**src/rtl/mips_isa_pkg.sv**
```systemverilog
// MIPS subset encodings and shared types for the decode-stage hazard logic.
package mips_isa_pkg;

    localparam int unsigned XLEN   = 32;
    localparam int unsigned REG_W  = 5;
    localparam int unsigned OP_W   = 6;
    localparam int unsigned FUNC_W = 6;

    localparam logic [OP_W-1:0] OP_RTYPE = 6'b000000;
    localparam logic [OP_W-1:0] OP_J     = 6'b000010;
    localparam logic [OP_W-1:0] OP_JAL   = 6'b000011;
    localparam logic [OP_W-1:0] OP_BEQ   = 6'b000100;
    localparam logic [OP_W-1:0] OP_BNE   = 6'b000101;
    localparam logic [OP_W-1:0] OP_ADDI  = 6'b001000;
    localparam logic [OP_W-1:0] OP_SLTI  = 6'b001010;
    localparam logic [OP_W-1:0] OP_ANDI  = 6'b001100;
    localparam logic [OP_W-1:0] OP_ORI   = 6'b001101;
    localparam logic [OP_W-1:0] OP_LUI   = 6'b001111;
    localparam logic [OP_W-1:0] OP_LW    = 6'b100011;
    localparam logic [OP_W-1:0] OP_SW    = 6'b101011;

    localparam logic [FUNC_W-1:0] FUNC_JR = 6'b001000;

    localparam logic [REG_W-1:0] REG_ZERO = 5'd0;
    localparam logic [REG_W-1:0] REG_RA   = 5'd31;

    // Destination of one pipeline stage.
    typedef struct packed {
        logic             we;
        logic [REG_W-1:0] ws;
    } dest_t;

    // Register-read usage of the decode-stage instruction.
    typedef struct packed {
        logic re1;
        logic re2;
    } reads_t;

endpackage

```
**src/rtl/dest_decoder.sv**
```systemverilog
// Decodes the destination register of one pipeline stage and its forwarding class.
module dest_decoder
    import mips_isa_pkg::*;
(
    input  logic [XLEN-1:0]  inst,
    output logic [REG_W-1:0] ws,
    output logic             we,
    output logic             we_bypass,
    output logic             we_stall
);

    logic [OP_W-1:0]   op;
    logic [FUNC_W-1:0] func;
    dest_t             dest;
    logic              late_result;
    logic              unused_fields;

    assign op            = inst[31:26];
    assign func          = inst[5:0];
    assign unused_fields = ^{inst[25:21], inst[10:6]};

    // Destination select; a $0 target is folded into "no write".
    always_comb begin
        dest.ws = REG_ZERO;
        unique case (op)
            OP_RTYPE: dest.ws = (func != FUNC_JR) ? inst[15:11] : REG_ZERO;
            OP_ADDI, OP_SLTI, OP_ANDI, OP_ORI, OP_LUI, OP_LW: dest.ws = inst[20:16];
            OP_JAL:   dest.ws = REG_RA;
            default:  dest.ws = REG_ZERO;
        endcase
        dest.we = (dest.ws != REG_ZERO);
    end

    // Load data and the jal link value are not available from the EXE ALU.
    assign late_result = (op == OP_LW) || (op == OP_JAL);

    assign ws        = dest.ws;
    assign we        = dest.we;
    assign we_stall  = dest.we & late_result;
    assign we_bypass = dest.we & ~late_result;

endmodule

```
**src/rtl/hazard_decode_unit.sv**
```systemverilog
// Decode-stage RAW hazard detection: rs forwarding from EXE, stall otherwise, stall-cycle counter.
module hazard_decode_unit
    import mips_isa_pkg::*;
#(
    parameter int unsigned CNT_W = 16
) (
    input  logic             clk,
    input  logic             rst,
    input  logic [XLEN-1:0]  inst_id,
    input  logic [XLEN-1:0]  inst_exe,
    input  logic [XLEN-1:0]  inst_mem,
    input  logic [XLEN-1:0]  inst_wb,
    output logic             re1,
    output logic             re2,
    output logic [REG_W-1:0] ws_exe,
    output logic [REG_W-1:0] ws_mem,
    output logic [REG_W-1:0] ws_wb,
    output logic             we_exe,
    output logic             we_mem,
    output logic             we_wb,
    output logic             we_bypass,
    output logic             we_stall,
    output logic             bypass_rs,
    output logic             stall,
    output logic [CNT_W-1:0] stall_count
);

    logic [OP_W-1:0]  op_id;
    logic [REG_W-1:0] rs_id;
    logic [REG_W-1:0] rt_id;
    reads_t           reads;
    logic             rs_hazard;
    logic             rt_hazard;
    logic             unused_mem_bypass;
    logic             unused_mem_stall;
    logic             unused_wb_bypass;
    logic             unused_wb_stall;
    logic             unused_id_low;

    assign op_id         = inst_id[31:26];
    assign rs_id         = inst_id[25:21];
    assign rt_id         = inst_id[20:16];
    assign unused_id_low = ^inst_id[15:0];

    dest_decoder u_dec_exe (
        .inst      (inst_exe),
        .ws        (ws_exe),
        .we        (we_exe),
        .we_bypass (we_bypass),
        .we_stall  (we_stall)
    );

    dest_decoder u_dec_mem (
        .inst      (inst_mem),
        .ws        (ws_mem),
        .we        (we_mem),
        .we_bypass (unused_mem_bypass),
        .we_stall  (unused_mem_stall)
    );

    dest_decoder u_dec_wb (
        .inst      (inst_wb),
        .ws        (ws_wb),
        .we        (we_wb),
        .we_bypass (unused_wb_bypass),
        .we_stall  (unused_wb_stall)
    );

    // Source-register usage from the opcode alone.
    always_comb begin
        reads = '0;
        unique case (op_id)
            OP_RTYPE, OP_SW, OP_BEQ, OP_BNE:             reads = '{re1: 1'b1, re2: 1'b1};
            OP_ADDI, OP_SLTI, OP_ANDI, OP_ORI, OP_LW:    reads = '{re1: 1'b1, re2: 1'b0};
            default:                                     reads = '0;
        endcase
    end

    assign re1 = reads.re1;
    assign re2 = reads.re2;

    // rs may take the EXE ALU result; rt has no forwarding path.
    assign bypass_rs = re1 & we_bypass & (rs_id == ws_exe);

    assign rs_hazard = re1 & (((rs_id == ws_exe) & we_stall) |
                              ((rs_id == ws_mem) & we_mem)   |
                              ((rs_id == ws_wb)  & we_wb));
    assign rt_hazard = re2 & (((rt_id == ws_exe) & we_exe)   |
                              ((rt_id == ws_mem) & we_mem)   |
                              ((rt_id == ws_wb)  & we_wb));

    assign stall = rs_hazard | rt_hazard;

    // Free-running stall-cycle counter, wraps naturally.
    always_ff @(posedge clk or negedge rst) begin
        if (!rst) begin
            stall_count <= '0;
        end else if (stall) begin
            stall_count <= stall_count + CNT_W'(1);
        end
    end

endmodule

```
**config.mk**
```make
export PLATFORM = sky130hd
export DESIGN_NAME = hazard_decode_unit
export DESIGN_NICKNAME = d
export VERILOG_FILES = /design/src/rtl/mips_isa_pkg.sv /design/src/rtl/dest_decoder.sv /design/src/rtl/hazard_decode_unit.sv
export SDC_FILE = /design/constraint.sdc
export NUM_CORES = 1
export LEC_CHECK = 0
export CAP_MARGIN = 20
export CORE_ASPECT_RATIO = 1.5
export CORE_MARGIN = 2
export CORE_UTILIZATION = 36
export CTS_BUF_LIST = sky130_fd_sc_hd__clkbuf_8
export DETAILED_ROUTE_END_ITERATION = 10
export PLACE_DENSITY = 0.88
export SLEW_MARGIN = 20
export SYNTH_ARGS = -nofsm -noshare
export SYNTH_HDL_FRONTEND = slang
export SYNTH_SLANG_ARGS = --single-unit
```
**constraint.sdc**
```tcl
create_clock -name clk -period 5.4 [get_ports clk]
set_input_delay 0.54 -clock clk [delete_from_list [all_inputs] [get_ports clk]]
set_output_delay 0.54 -clock clk [all_outputs]
set_load 0.01 [all_outputs]
```
==> flow_summary.ini, run 1 <==
[status]
outcome = finished, final reports clean

[global_route]
track_usage = 0.219
grt_remaining_overflow = 0
grt_pass1_vias = 2623
grt_pass1_wl_um = 11300
antenna_found_initial = 0
grt_start_max_net_pins = 17

[worst_setup_path]
critPathKind = in2out
r2r_setup_slack_ns = 3.82
cp.arrival_ns = 4.07
worstPathMaxFanout = 6
end_kind = primary output
start_kind = input pin
required_ns = 4.86

[floorplanning]
core-area_um2 = 5490
die_y_um = 96.6
io_pins = 170
std_cell_rows = 33
die_w_um = 65.7
start_util = 0.374
dieArea_um2 = 6340

[yosys]
synth-edff-count = 0
synthTopCellsByArea = dfrtp_1, xnor2_1, nand4_1
netlist_area_um2 = 2060
synth_top_family_by_area = simple AND/OR/NAND/NOR gates
synthSimpleGateAreaFrac = 0.381
synthCells = 262
synth_compound_area_frac = 0.223
synth_fp_nets = 393
syn_area_per_cell_um2 = 7.85
synthArstFlopShare = 1.00
synthAdderAreaFrac = 0.00609
synth_top_area_share = 0.195
ys_seq_area_frac = 0.195
yosys-mux-area-fraction = 0.00548
synth.largest_area_cell = dfrtp_1
synthDistinctLibCells = 56
synth_seq_cells = 16
synth_xor_area_frac = 0.149
synth_common_cells = xnor2_1, nor2_1, inv_1, nand4_1, dfrtp_1
yosysWarnings = 0
synth_flop_cell = dfrtp_1
post-synth-top-count-cell = xnor2_1

[sta]
finalCritPeriodShare = 0.853
grt_setup_unrepaired = no
finClkSkew_ns = 0.00228
hold_viol = 0
fin_ws_ns = 0.792
fin_tns_setup_ns = 0
relSlewSlack = 0.485
slew_viol_final = 0
fmax_mhz = 217
fin_crit_ns = 4.61
whs_ns = 0.475
worstMarginPinSlew_ns = 0.768
setup_viol = 0

[drt]
routed_wirelength_um = 6950
drt-initial-drc-count = 135
drtAntennaViolNets = 0
firstDrtPassIters = 4
via_per_inst = 5.70
wl_met1_um = 2390
detail_route.wl_per_cell_um = 15.2
dr_wl_met2_um = 3870
drc_errors = 0
vias = 2609
highest_layer = met4
wl_met3_um = 530

[finish]
nFillCells = 487
top_regs = stall_count: 16 flops
multi_input_area_um2 = 1570
final_util = 0.624
seqCellArea_um2 = 400
largest-register = stall_count
largest_reg_flops = 16
n_antenna_cell = 0
area_growth_pct = 66.6
postLayoutCellArea_um2 = 3430
nets = 520
drive_gt1_frac = 0.0644

[pwr]
p_leak_uw = 0.00141
ir_drop_mv = 0.0593
powerDensity_nw_per_um2 = 121

[placed_design]
postPlaceCellArea_um2 = 3370
pre_cts_ws_ns = 0.831
hpwlAfterDp_um = 5970
place_congestion = 0.836
portBuffers = 123

[clock_network]
cts_buffers = 3
clock_latency_ns = 0.24
htree_num_levels = 1
post_cts_buffers = 0
max-clock-path-buffers = 2
path_clk_slew_ns = 0.06
clkSinkCount = 16
cts_tree = built
clockRootBuffer = clkbuf_8
holdBufCountCts = 0
cts_resized = 0

[run]
cap_violations = 0

[min_path]
hp-class = reg2reg
-- layout by cell type (no fill, tap or decap), types with 5 or more instances in the layout --
cell type and count:
clkdlybuf4s50_1 123, xnor2_1 25, nor2_1 20, inv_1 17
nand4_1 17, dfrtp_1 16, a21oi_1 14, nand2_1 12
nand3_1 10, xor2_1 10, and3_1 8, or2_2 7
nor2b_1 6, o21ai_0 6, nor4b_1 5, a31oi_1 5
and2_1 5
-- worst paths after layout --
path,start,end,depth (start not counted)
max in group asynchronous,rst,stall_count[15]$_DFFE_PN0P_,1
min,stall_count[15]$_DFFE_PN0P_,stall_count[15]$_DFFE_PN0P_,1
min in group asynchronous,rst,stall_count[8]$_DFFE_PN0P_,1
max,inst_wb[26],stall,10
min reg2reg,stall_count[15]$_DFFE_PN0P_,stall_count[15]$_DFFE_PN0P_,1
max reg2reg,stall_count[0]$_DFFE_PN0P_,stall_count[14]$_DFFE_PN0P_,6
-- area by class of cell --
cell class / count / area share
tap: 70 / 0.0256
timing repair buffer: 125 / 0.364
clock buffer: 4 / 0.0161
multi-input combinational: 226 / 0.459
sequential: 16 / 0.117
inverter: 17 / 0.0186
-- metal layers --
layer / up-vias / track usage
met3: 17 / 0.0382
met1: 1210 / 0.222
li1: 1241 / -
met2: 141 / 0.444
met5: - / 0
met4: 0 / 0.0660
-- per-stage QoR --
step	instances	power [µW]
after floorplan	262	198
after CTS	458	415
after detailed placement	454	314
after global routing	458	438
final	458	415
after global placement	454	309
-- report_power, final --
group | internal (µW) | switching, µW
sequential | 124 | 5.01
combinational | 109 | 74.8
clock | 64.5 | 37.9
-- worst max-delay path: stages --
cell and delay, ns:
clkdlybuf4s50_1 0.51, or4_1 0.55, a211oi_1 0.66, a21oi_1 0.22, and3_1 0.23, nor4b_1 0.34, and4_1 0.26, a211oi_1 0.08
nand3_2 0.11, clkdlybuf4s50_1 0.56
-- kinds of logic after synthesis --
| family | Yosys count |
|---|---|
| AND/OR/NAND/NOR | 127 |
| AO/OA/AOI/OAI | 62 |
| XOR/XNOR | 35 |
| buffers and inverters | 20 |
| adder cells (fa/ha/maj) | 1 |
| multiplexers | 1 |
| flip-flops | 16 |
Power figures use the tool's default switching activity.
==> run 2, diff against run 1 <==
--- a/config.mk
+++ b/config.mk
@@ -16,3 +16,4 @@
 export SYNTH_ARGS = -nofsm -noshare
 export SYNTH_HDL_FRONTEND = slang
 export SYNTH_SLANG_ARGS = --single-unit
+export TNS_END_PERCENT = 1
==> results of run 2 <==
Final layout, timing and power as in run 1 (identical DEF).
